**src/rtl/usb_line_attach_pkg.sv**
```systemverilog
// Shared types for the USB line-interface block: pad pair, decoded line state,
// attach FSM states and the polarity-aware line decoder.
package usb_line_attach_pkg;

  // Pad pair as {D-, D+}.
  typedef logic [1:0] d_port_t;

  typedef enum logic [1:0] {
    SE0 = 2'd0,
    J   = 2'd1,
    K   = 2'd2,
    SE1 = 2'd3
  } line_state_t;

  typedef enum logic [1:0] {
    DISC_HOLD = 2'd0,
    DETACHED  = 2'd1,
    ACTIVE    = 2'd2,
    SUSPENDED = 2'd3
  } attach_state_t;

  // Low speed idles with D- high; full speed idles with D+ high.
  function automatic line_state_t decode_line(input d_port_t d, input bit full_speed);
    line_state_t ls;
    case (d)
      2'b00:   ls = SE0;
      2'b11:   ls = SE1;
      2'b10:   ls = full_speed ? K : J;
      default: ls = full_speed ? J : K;
    endcase
    return ls;
  endfunction

endpackage

```
**src/rtl/usb_line_attach_if.sv**
```systemverilog
// Pad-side and controller-side D+/D- signals owned by the line-attach block.
interface usb_line_attach_if;
  import usb_line_attach_pkg::*;

  d_port_t pad_d_i;
  d_port_t pad_d_o;
  logic    pad_d_oe;
  logic    pullup_en;
  d_port_t ctl_d_o;
  logic    ctl_d_en;
  d_port_t ctl_d_i;

  modport slave (
    input  pad_d_i, ctl_d_o, ctl_d_en,
    output pad_d_o, pad_d_oe, pullup_en, ctl_d_i
  );

  modport master (
    output pad_d_i, ctl_d_o, ctl_d_en,
    input  pad_d_o, pad_d_oe, pullup_en, ctl_d_i
  );

endinterface

```
**src/rtl/usb_line_sync.sv**
```systemverilog
// Pad-input synchroniser followed by a registered, polarity-aware line-state decode.
module usb_line_sync
  import usb_line_attach_pkg::*;
#(
  parameter bit FULL_SPEED  = 1'b0,
  parameter int SYNC_STAGES = 2
) (
  input  logic        clk,
  input  logic        reset,
  input  d_port_t     pad_d_i,
  output d_port_t     ctl_d_i,
  output line_state_t line_state
);

  d_port_t [SYNC_STAGES-1:0] sync_q, sync_d;
  line_state_t               line_q, line_d;

  // NOTE: every always_comb output gets a value on every path, so no latch is inferred.
  always_comb begin
    sync_d = {sync_q[SYNC_STAGES-2:0], pad_d_i};
    line_d = decode_line(sync_q[SYNC_STAGES-1], FULL_SPEED);
  end

  // NOTE: sequential state uses <= so each flop samples pre-edge values; the
  // synchroniser is reset too, so line_state reads SE0 until real pad data arrives.
  always_ff @(posedge clk or negedge reset) begin
    if (!reset) begin
      sync_q <= '0;
      line_q <= SE0;
    end else begin
      sync_q <= sync_d;
      line_q <= line_d;
    end
  end

  assign ctl_d_i    = sync_q[SYNC_STAGES-1];
  assign line_state = line_q;

endmodule

```
**src/rtl/usb_line_attach.sv**
```systemverilog
// USB device line interface: owns pads and pull-up, sequences attach/detach and
// detects bus reset, suspend and resume from the synchronised line state.
module usb_line_attach
  import usb_line_attach_pkg::*;
#(
  parameter int CLK_HZ      = 24000000,
  parameter bit FULL_SPEED  = 1'b0,
  parameter int SYNC_STAGES = 2,
  parameter int RESET_US    = 2500,
  parameter int SUSPEND_US  = 3000,
  parameter int DISC_US     = 10000
) (
  input  logic                clk,
  input  logic                reset,
  input  logic                soft_connect,
  usb_line_attach_if.slave    bus,
  output line_state_t         line_state,
  output logic                attached,
  output logic                bus_reset,
  output logic                suspend,
  output logic                resume_det
);

  localparam int PRESC   = CLK_HZ / 1000000;
  localparam int PRESC_W = (PRESC > 1) ? $clog2(PRESC) : 1;
  localparam int SE0_W   = $clog2(RESET_US + 1);
  localparam int IDLE_W  = $clog2(SUSPEND_US + 1);
  localparam int DISC_W  = $clog2(DISC_US + 1);

  localparam logic [PRESC_W-1:0] PRESC_MAX = PRESC_W'(PRESC - 1);
  localparam logic [SE0_W-1:0]   SE0_MAX   = SE0_W'(RESET_US);
  localparam logic [IDLE_W-1:0]  IDLE_MAX  = IDLE_W'(SUSPEND_US);
  localparam logic [DISC_W-1:0]  DISC_MAX  = DISC_W'(DISC_US);

  attach_state_t       state_q, state_d;
  logic [PRESC_W-1:0]  pre_cnt_q, pre_cnt_d;
  logic [SE0_W-1:0]    se0_cnt_q, se0_cnt_d;
  logic [IDLE_W-1:0]   idle_cnt_q, idle_cnt_d;
  logic [DISC_W-1:0]   disc_cnt_q, disc_cnt_d;
  logic                bus_reset_q, bus_reset_d;
  logic                resume_q, resume_d;

  line_state_t line_st;
  d_port_t     ctl_d_i_w;
  logic        us_tick;
  logic        is_attached;
  logic        se0_hit, idle_hit, disc_done;

  usb_line_sync #(
    .FULL_SPEED  (FULL_SPEED),
    .SYNC_STAGES (SYNC_STAGES)
  ) u_sync (
    .clk        (clk),
    .reset      (reset),
    .pad_d_i    (bus.pad_d_i),
    .ctl_d_i    (ctl_d_i_w),
    .line_state (line_st)
  );

  assign us_tick     = (pre_cnt_q == PRESC_MAX);
  assign is_attached = (state_q == ACTIVE) || (state_q == SUSPENDED);

  // Line timers only run while attached and never while we drive the bus ourselves.
  always_comb begin
    pre_cnt_d = us_tick ? '0 : pre_cnt_q + 1'b1;

    se0_cnt_d = se0_cnt_q;
    if (!is_attached || bus.ctl_d_en || line_st != SE0)
      se0_cnt_d = '0;
    else if (us_tick && se0_cnt_q != SE0_MAX)
      se0_cnt_d = se0_cnt_q + 1'b1;

    idle_cnt_d = idle_cnt_q;
    if (!is_attached || bus.ctl_d_en || line_st != J || bus_reset_q)
      idle_cnt_d = '0;
    else if (us_tick && idle_cnt_q != IDLE_MAX)
      idle_cnt_d = idle_cnt_q + 1'b1;

    disc_cnt_d = disc_cnt_q;
    if (state_q != DISC_HOLD)
      disc_cnt_d = '0;
    else if (us_tick && disc_cnt_q != DISC_MAX)
      disc_cnt_d = disc_cnt_q + 1'b1;
  end

  assign se0_hit   = (se0_cnt_d == SE0_MAX);
  assign idle_hit  = (idle_cnt_d == IDLE_MAX);
  assign disc_done = (disc_cnt_q == DISC_MAX);

  // Priority when events coincide: detach, then bus reset, then resume, then suspend.
  always_comb begin
    state_d  = state_q;
    resume_d = 1'b0;
    case (state_q)
      DISC_HOLD: if (disc_done) state_d = DETACHED;
      DETACHED:  if (soft_connect) state_d = ACTIVE;
      ACTIVE: begin
        if (!soft_connect)
          state_d = DISC_HOLD;
        else if (!se0_hit && idle_hit)
          state_d = SUSPENDED;
      end
      SUSPENDED: begin
        if (!soft_connect) begin
          state_d = DISC_HOLD;
        end else if (se0_hit) begin
          state_d = ACTIVE;
        end else if (line_st == K) begin
          state_d  = ACTIVE;
          resume_d = 1'b1;
        end
      end
      default: state_d = DISC_HOLD;
    endcase
    bus_reset_d = se0_hit && (state_d == ACTIVE || state_d == SUSPENDED);
  end

  always_ff @(posedge clk or negedge reset) begin
    if (!reset) begin
      state_q     <= DISC_HOLD;
      pre_cnt_q   <= '0;
      se0_cnt_q   <= '0;
      idle_cnt_q  <= '0;
      disc_cnt_q  <= '0;
      bus_reset_q <= 1'b0;
      resume_q    <= 1'b0;
    end else begin
      state_q     <= state_d;
      pre_cnt_q   <= pre_cnt_d;
      se0_cnt_q   <= se0_cnt_d;
      idle_cnt_q  <= idle_cnt_d;
      disc_cnt_q  <= disc_cnt_d;
      bus_reset_q <= bus_reset_d;
      resume_q    <= resume_d;
    end
  end

  assign bus.pad_d_oe  = bus.ctl_d_en && (state_q == ACTIVE);
  assign bus.pad_d_o   = bus.pad_d_oe ? bus.ctl_d_o : '0;
  assign bus.pullup_en = is_attached;
  assign bus.ctl_d_i   = ctl_d_i_w;

  assign line_state = line_st;
  assign attached   = is_attached;
  assign bus_reset  = bus_reset_q;
  assign suspend    = (state_q == SUSPENDED);
  assign resume_det = resume_q;

endmodule
```
**src/flat_wrapper.sv**
```systemverilog
// flat-port wrapper written by rule: the top's interface ports become plain ports
module usb_line_attach_flat import usb_line_attach_pkg::*;
#(
  parameter int CLK_HZ      = 24000000,
  parameter bit FULL_SPEED  = 1'b0,
  parameter int SYNC_STAGES = 2,
  parameter int RESET_US    = 2500,
  parameter int SUSPEND_US  = 3000,
  parameter int DISC_US     = 10000
)
  (clk, reset, soft_connect, line_state, attached, bus_reset, suspend, resume_det, bus_pad_d_i, bus_ctl_d_o, bus_ctl_d_en, bus_pad_d_o, bus_pad_d_oe, bus_pullup_en, bus_ctl_d_i);
  usb_line_attach_if bus_i ();
  input  logic clk;
  input  logic reset;
  input  logic soft_connect;
  output line_state_t line_state;
  output logic attached;
  output logic bus_reset;
  output logic suspend;
  output logic resume_det;
  input wire logic [$bits(bus_i.pad_d_i)-1:0] bus_pad_d_i;
  input wire logic [$bits(bus_i.ctl_d_o)-1:0] bus_ctl_d_o;
  input wire logic [$bits(bus_i.ctl_d_en)-1:0] bus_ctl_d_en;
  output wire logic [$bits(bus_i.pad_d_o)-1:0] bus_pad_d_o;
  output wire logic [$bits(bus_i.pad_d_oe)-1:0] bus_pad_d_oe;
  output wire logic [$bits(bus_i.pullup_en)-1:0] bus_pullup_en;
  output wire logic [$bits(bus_i.ctl_d_i)-1:0] bus_ctl_d_i;
  assign bus_i.pad_d_i = bus_pad_d_i;
  assign bus_i.ctl_d_o = bus_ctl_d_o;
  assign bus_i.ctl_d_en = bus_ctl_d_en;
  assign bus_pad_d_o = bus_i.pad_d_o;
  assign bus_pad_d_oe = bus_i.pad_d_oe;
  assign bus_pullup_en = bus_i.pullup_en;
  assign bus_ctl_d_i = bus_i.ctl_d_i;
  usb_line_attach #(.CLK_HZ(CLK_HZ), .FULL_SPEED(FULL_SPEED), .SYNC_STAGES(SYNC_STAGES), .RESET_US(RESET_US), .SUSPEND_US(SUSPEND_US), .DISC_US(DISC_US)) u_core (.clk(clk), .reset(reset), .soft_connect(soft_connect), .bus(bus_i), .line_state(line_state), .attached(attached), .bus_reset(bus_reset), .suspend(suspend), .resume_det(resume_det));
endmodule
```
**config.mk**
```make
export PLATFORM = sky130hd
export DESIGN_NAME = usb_line_attach_flat
export DESIGN_NICKNAME = d
export VERILOG_FILES = /design/src/rtl/usb_line_attach_pkg.sv /design/src/rtl/usb_line_attach_if.sv /design/src/rtl/usb_line_sync.sv /design/src/rtl/usb_line_attach.sv /design/src/flat_wrapper.sv
export SDC_FILE = /design/constraint.sdc
export NUM_CORES = 1
export LEC_CHECK = 0
export ABC_AREA = 1
export CORE_MARGIN = 1
export CORE_UTILIZATION = 60
export CTS_BUF_LIST = sky130_fd_sc_hd__clkbuf_16
export DETAILED_ROUTE_END_ITERATION = 7
export HOLD_SLACK_MARGIN = 0.02
export PLACE_DENSITY = 0.8
export REMOVE_ABC_BUFFERS = 1
export SLEW_MARGIN = 20
export SYNTH_ARGS = -nofsm -noshare
export SYNTH_HDL_FRONTEND = slang
export SYNTH_SLANG_ARGS = --single-unit
```
**constraint.sdc**
```tcl
create_clock -name clk -period 2.1 [get_ports clk]
set_input_delay 0.21 -clock clk [delete_from_list [all_inputs] [get_ports clk]]
set_output_delay 0.21 -clock clk [all_outputs]
set_load 0.02 [all_outputs]
```
Word-level counts from Yosys, hierarchy flattened
Index checks and enable logic that the tools add are counted.

storage, ports and cells
  memories = 0
  bits in writable memories = 0
  output and inout bits = 12
  word-level logic and storage cells = 70
  memory bits (read-only) = 0
  bits in registers = 53
  bits in latches = 0

operators by class
  shifts and indexed selects = 0
  $lt $le $gt $ge = 0
  mux-type cells = 21
  $mul = 0
  eq/ne operators = 16
  bitwise logic cells = 0
  div/mod/pow operators = 0
  add/subtract/negate cells = 4
  reductions and logical operators = 19

operator list
  kind                                                             number
  12-bit two-way mux                                               4
  14-bit two-way mux                                               2
  12-bit by 1-bit adder with 12-bit output, second input constant  2
  12-bit == test, second input constant                            2
  12-bit != test, second input constant                            2
  2-bit two-way mux                                                8
  14-bit by 1-bit adder with 14-bit output, second input constant  1
  14-bit == test, second input constant                            1
  2-bit == test, second input constant                             7
  14-bit != test, second input constant                            1
  2-bit case mux with 4 select lines                               1
  1-bit logical AND                                                6
  1-bit logical OR                                                 6
  2-bit case mux with 3 select lines                               1
  2-bit nonzero test                                               3
  5-bit by 1-bit adder with 5-bit output, second input constant    1
  5-bit == test, second input constant                             1
  5-bit two-way mux                                                1
  2-bit zero test                                                  2
  1-bit two-way mux                                                4
  2-bit by 1-bit == test with 1-bit output, second input constant  1
  1-bit zero test                                                  2
  2-bit by 1-bit != test with 1-bit output, second input constant  1

Depth between registers and ports, before layout
  depth after elaboration = 15
  gate-level depth with buffers = 16
  depth with buffers taken out = 16

Modules after synthesis
Synthesis repeated with hierarchy kept, for this count alone.

unflattened totals
  cell total of the unflattened synthesis = 466
  area total of the unflattened synthesis = 3,357.0 um^2

modules (own cells, without submodules)
  module           sequential area each (um^2)  cells an instance  area an instance (um^2)  instances
  usb_line_attach  1,176.1                      458                3,199.3                  1
  usb_line_sync    150.1                        8                  157.7                    1

Worst setup path after synthesis
Ideal clock, no wire load.

  kind = register to register
  start = reg u_core.se0_cnt_q[0]
  end = reg u_core.state_q[0]
  cell stages (with the launch flop) = 17
  period minus slack after synthesis = 1,857 ps
  buffers on the path = 1
  arrival = 1,735 ps
  setup slack = 243 ps
  required time = 1,978 ps
  cell sequence = dfrtp_1 -> inv_1 -> ha_1 -> nand2_1 -> nor2_2 -> nand3_2 -> nand2_4 -> inv_4 -> buf_6 -> nand2_4 -> nand3_2 -> nor2_2 -> nand2_1 -> nor2_2 -> nand3_2 -> nand3_2 -> nand3_2

between the ends
  longest elaborated chain between the ends = 10
  elaborated cells on any way between the ends = 13
  classes of those cells = add/sub (1); eq/ne (2); mux (7); reduce/logical (3)

ends and longest elaborated chain
  item                                                                              RTL line                source
  start, declared                                                                   usb_line_attach.sv:37   logic [SE0_W-1:0] se0_cnt_q, se0_cnt_d;
  start signal, assigned                                                            usb_line_attach.sv:130  se0_cnt_q <= se0_cnt_d;
  branches (longest 2 deep; another with 12-bit by 1-bit adder with 12-bit output)  -
  12-bit two-way mux (*)                                                            usb_line_attach.sv:70   else if (us_tick && se0_cnt_q != SE0_MAX)
  12-bit two-way mux (*)                                                            usb_line_attach.sv:68   if (!is_attached || bus.ctl_d_en || line_st != SE0)
  12-bit == test (*)                                                                usb_line_attach.sv:86   assign se0_hit = (se0_cnt_d == SE0_MAX);
  1-bit zero test                                                                   usb_line_attach.sv:100  else if (!se0_hit && idle_hit)
  1-bit logical AND                                                                 usb_line_attach.sv:100
  2-bit two-way mux                                                                 usb_line_attach.sv:100
  2-bit two-way mux                                                                 usb_line_attach.sv:98   if (!soft_connect)
  2-bit case mux with 4 select lines (*)                                            usb_line_attach.sv:94   case (state_q)
  net u_core.state_d[0]                                                             usb_line_attach.sv:35   attach_state_t state_q, state_d;
  end signal, assigned                                                              usb_line_attach.sv:128  state_q <= state_d;
  end, declared                                                                     usb_line_attach.sv:35

Mark *: on every way through the listed nets, which the timed path passes.
A chain may end at the register's enable or synchronous reset.

Worst setup path in the final report
  start = reg u_core.se0_cnt_q[1]
  end = reg u_core.state_q[0]

between the ends
  longest elaborated chain between the ends = 10
  elaborated cells on any way between the ends = 13
  classes of those cells = add/sub (1); eq/ne (2); mux (7); reduce/logical (3)

ends and longest elaborated chain
  item                                                                              RTL line
  branches (longest 2 deep; another with 12-bit by 1-bit adder with 12-bit output)  -
  12-bit two-way mux (*)                                                            usb_line_attach.sv:70
  12-bit two-way mux (*)                                                            usb_line_attach.sv:68
  net u_core.se0_cnt_d[7]                                                           usb_line_attach.sv:37
  12-bit == test (*)                                                                usb_line_attach.sv:86
  1-bit zero test                                                                   usb_line_attach.sv:100
  1-bit logical AND                                                                 usb_line_attach.sv:100
  2-bit two-way mux                                                                 usb_line_attach.sv:100
  2-bit two-way mux                                                                 usb_line_attach.sv:98
  2-bit case mux with 4 select lines (*)                                            usb_line_attach.sv:94
  net u_core.state_d[0]                                                             usb_line_attach.sv:35

Marked as above.

==> results_tabular.tex <==
\begin{tabular}{lr}
\hline
Metric & Value \\
\hline
\multicolumn{2}{l}{\textbf{Timing}} \\
\quad Final critical delay including setup and external delays & 2.06 ns \\
\quad Post-layout worst setup margin & 0.0444 ns \\
\quad Hold Worst Slack & 0.355 ns \\
\quad Number of endpoints failing setup at the final stage & 0 \\
\quad Unrepaired setup endpoints after global routing & true \\
\quad Fin crit share & 0.979 \\
\quad Max-slew violation total from the final report & 0 \\
\quad Final hold violation count & 0 \\
\quad Tightest Pin Transition & 0.682 ns \\
\quad Worst slew slack as a fraction of its limit & 0.546 \\
\quad Maximum operating frequency & 0.486 GHz \\
\quad Layout Skew & 0.00792 ns \\
\quad Total negative slack for setup checks & 0 ns \\
\multicolumn{2}{l}{\textbf{Power and ir drop}} \\
\quad Power density cells & 520 mW/mm\^{}2 \\
\quad Worst vdd ir & 0.000473 V \\
\quad Total power draw & 2.12 mW \\
\quad Leak & 1.96 nW \\
\multicolumn{2}{l}{\textbf{Finish}} \\
\quad Final-stage net count & 518 \\
\quad Non-filler cells in the finished layout & 574 \\
\quad Most frequent standard cell in the layout excluding fill and tap cells & sky130\_fd\_sc\_hd\_\_nand2\_1 \\
\quad Area added between synthesis and finish & 24.5\% \\
\quad Util after Layout & 0.787 \\
\quad Count of filler cells inserted in the layout & 346 \\
\quad Number of diodes added for antenna fixing & 0 \\
\quad Highest-count cells in the layout ignoring fill and taps & sky130\_fd\_sc\_hd\_\_nand2\_1 (118), sky130\_fd\_sc\_hd\_\_inv\_1 (65), sky130\_fd\_sc\_hd\_\_dfrtp\_1 (52), sky130\_fd\_sc\_hd\_\_nand3\_1 (48), sky130\_fd\_sc\_hd\_\_nor2\_1 (46) \\
\quad Cell area after layout & 0.00407 mm\^{}2 \\
\quad Layout cell share with drive strength beyond 1 & 0.196 \\
\multicolumn{2}{l}{\textbf{Drt}} \\
\quad Remaining DRCs & 0 \\
\quad Routed length per placed instance & 14.7 um \\
\quad DRT Pass-1 Iters & 4 \\
\quad Via/cell ratio & 5.52 \\
\quad Vias post-DR & 3167 \\
\quad Final wirelength & 8410 um \\
\quad Antenna viol nets, final & 0 \\
\quad Number of DRC violations after detailed-routing iteration 0 & 293 \\
\multicolumn{2}{l}{\textbf{Floorplanning}} \\
\quad I/O pin cnt & 20 \\
\quad Standard cell core area & 0.00517 mm\^{}2 \\
\quad Horiz. Die Dim & 75.8 um \\
\quad Die ar. & 0.00575 mm\^{}2 \\
\quad Die outline height & 75.8 um \\
\quad Starting density of the core & 0.633 \\
\quad Row cnt & 26 \\
\multicolumn{2}{l}{\textbf{Clocking}} \\
\quad Clock tree from TritonCTS & yes \\
\quad Clock network latency to the later pin of the worst-skew pair & 0.29 ns \\
\quad Root buffer cell & sky130\_fd\_sc\_hd\_\_clkbuf\_16 \\
\quad CTS Buffer Depth & 2 \\
\quad CTS H-Tree Depth & 2 \\
\quad Post-CTS clock slew at the launch and capture registers of the worst setup and hold paths & 0.07 ns \\
\quad Total CTS buffers & 5 \\
\quad Number of clock sinks & 53 \\
\multicolumn{2}{l}{\textbf{Critical path}} \\
\quad Register-to-Register Setup Slack & 0.04 ns \\
\quad Data required time of the worst path & 2.28 ns \\
\quad Critical Path Start Type & register \\
\quad Nature of the critical path endpoint & register \\
\quad CP Max Fanout & 7 \\
\quad CP arrival & 2.23 ns \\
\quad Crit Path Class & reg -> reg \\
\multicolumn{2}{l}{\textbf{Global routing}} \\
\quad Sum of overflow across all layers after global routing & 0 \\
\quad Vias in the first global route & 2775 \\
\quad Global-route wire length before repair & 11900 um \\
\quad Global Route Usage Sum & 0.279 \\
\quad Largest net degree at the start of global routing & 32 \\
\quad Antenna violations before repair & 0 \\
\multicolumn{2}{l}{\textbf{Flow run}} \\
\quad Count of max-cap constraint violations & 0 \\
\multicolumn{2}{l}{\textbf{Place}} \\
\quad Pre-CTS setup slack & -0.0889 ns \\
\quad Final RePlAce weighted congestion & 0.914 \\
\quad Number of input and output port buffers inserted & 19 \\
\quad Placed cell area & 0.00355 mm\^{}2 \\
\quad HPWL after detailed placement & 5420 um \\
\quad Placed cell count & 542 \\
\multicolumn{2}{l}{\textbf{Hold path}} \\
\quad Path category of the worst min-delay check & reg -> reg \\
\multicolumn{2}{l}{\textbf{Synthesis}} \\
\quad Sequential cell area fraction in the yosys report & 0.405 \\
\quad Combined area of all synthesized cells & 0.00327 mm\^{}2 \\
\quad Post-synthesis area per instance & 7.21 um\^{}2 \\
\quad Largest area contributor in the synthesized netlist & sky130\_fd\_sc\_hd\_\_dfrtp\_1 \\
\quad Number of distinct library cells after synthesis & 38 \\
\quad Most area-consuming cells after synthesis & sky130\_fd\_sc\_hd\_\_dfrtp\_1 (41\%), sky130\_fd\_sc\_hd\_\_nand2\_1 (14\%), sky130\_fd\_sc\_hd\_\_inv\_1 (7.9\%), sky130\_fd\_sc\_hd\_\_nand3\_1 (7.3\%), sky130\_fd\_sc\_hd\_\_nor2\_1 (6.1\%) \\
\quad Area share of the leading cell type in the synthesized netlist & 0.405 \\
\quad Share of flip-flops with an asynchronous set or reset after synthesis & 1.00 \\
\quad Post-synthesis register bit count & 53 \\
\quad Top FF cell, synth & sky130\_fd\_sc\_hd\_\_dfrtp\_1 \\
\quad Synth Warn \# & 0 \\
\quad Synth Instances & 454 \\
\quad Count of flip-flops with a built-in enable after synthesis & 0 \\
\multicolumn{2}{l}{\textbf{Status}} \\
\quad Status & finished clean \\
\hline
\end{tabular}
==> flip-flops by register name, summed over array words and instances (netlist names) <==
name,count
u_core.pre_cnt_q,5
u_core.idle_cnt_q,12
u_core.u_sync.ctl_d_i,2
u_core.disc_cnt_q,14
u_core.se0_cnt_q,12
u_core.u_sync.line_state,2
u_core.state_q,2
u_core.resume_det,1
u_core.u_sync.sync_d,2
u_core.bus_reset,1
==> final cells by class <==
class	instances	area, um^2	share of cell area
clock inverters	3	65.1	0.0160
repair buffers	51	452	0.111
inverters	75	297	0.0728
clock buffers	5	125	0.0307
multi-input cells	317	1720	0.422
flip-flops and latches	53	1330	0.326
well taps	70	87.6	0.0215
==> synth_stat cells, types with 2 or more instances <==
cell                         n
sky130_fd_sc_hd__nand2_1   123
sky130_fd_sc_hd__inv_1      69
sky130_fd_sc_hd__dfrtp_1    53
sky130_fd_sc_hd__nor2_1     53
sky130_fd_sc_hd__nand3_1    48
sky130_fd_sc_hd__a21oi_1    11
sky130_fd_sc_hd__o21ai_0    10
sky130_fd_sc_hd__nor2_2      8
sky130_fd_sc_hd__nor3_1      8
sky130_fd_sc_hd__ha_1        7
sky130_fd_sc_hd__nand4_1     7
sky130_fd_sc_hd__nand3_2     6
sky130_fd_sc_hd__xor2_1      6
sky130_fd_sc_hd__inv_2       5
sky130_fd_sc_hd__a21oi_2     4
sky130_fd_sc_hd__buf_2       3
sky130_fd_sc_hd__clkbuf_1    3
sky130_fd_sc_hd__nand2_2     3
sky130_fd_sc_hd__nor3_2      3
sky130_fd_sc_hd__buf_4       2
sky130_fd_sc_hd__buf_6       2
sky130_fd_sc_hd__nand2_4     2
sky130_fd_sc_hd__nor3b_1     2
sky130_fd_sc_hd__nor4_1      2
==> critical path: stages (launching register included) <==
cell	delay [ns]
sky130_fd_sc_hd__dfrtp_1	0.41
sky130_fd_sc_hd__inv_2	0.10
sky130_fd_sc_hd__ha_4	0.13
sky130_fd_sc_hd__nand2_2	0.04
sky130_fd_sc_hd__nor2_2	0.09
sky130_fd_sc_hd__nand3_2	0.13
sky130_fd_sc_hd__nand2_4	0.17
sky130_fd_sc_hd__clkinv_8	0.09
sky130_fd_sc_hd__nand2_2	0.06
sky130_fd_sc_hd__o21ai_1	0.06
sky130_fd_sc_hd__nor2_1	0.17
sky130_fd_sc_hd__nand2_1	0.09
sky130_fd_sc_hd__nor2_2	0.13
sky130_fd_sc_hd__nand3_2	0.12
sky130_fd_sc_hd__nand3_2	0.09
sky130_fd_sc_hd__nand3_2	0.06
==> power by group <==
| group | switching, mW | internal [mW] | leakage, nW |
|---|---|---|---|
| clock network | 0.354 | 0.680 | 0.0938 |
| logic | 0.0320 | 0.0217 | 1.15 |
| registers | 0.00527 | 1.03 | 0.716 |
| total | 0.391 | 1.73 | 1.96 |
==> metal layers <==
metal,GRT usage,vias up,wire [um]
met2,0.471,114,4070
met5,0,-,0
li1,-,1524,-
met1,0.353,1507,3630
met3,0.0622,22,505
met4,0.101,0,201
==> cells by family after synthesis <==
family                   after synthesis  synth area share
flip-flops                            53             0.405
adder cells (fa/ha/maj)                7            0.0268
XOR/XNOR                               7            0.0187
multiplexers                           1           0.00306
AND/OR/NAND/NOR                      273             0.391
buffers and inverters                 85             0.106
AO/OA/AOI/OAI                         28            0.0489
==> timing repair <==
item,CTS,global route
gates cloned,0,1
pin swaps,0,25
hold buffers,1,0
gates resized for setup,1,42
endpoints found under the hold margin,29,0
setup buffers,2,20
endpoints found under the setup margin,2,5
==> final timing paths <==
path                                    startpoint                       end  depth (start not counted)
max                            u_core.se0_cnt_q[1]         u_core.state_q[0]                         15
min                        u_core.u_sync.sync_d[2]  u_core.u_sync.ctl_d_i[0]                          0
max reg2reg                    u_core.se0_cnt_q[1]         u_core.state_q[0]                         15
min reg2reg                u_core.u_sync.sync_d[2]  u_core.u_sync.ctl_d_i[0]                          0
max in group asynchronous                    reset       u_core.se0_cnt_q[2]                          3
min in group asynchronous                    reset      u_core.idle_cnt_q[3]                          2
Note: power is estimated with default switching activity, not from simulation.
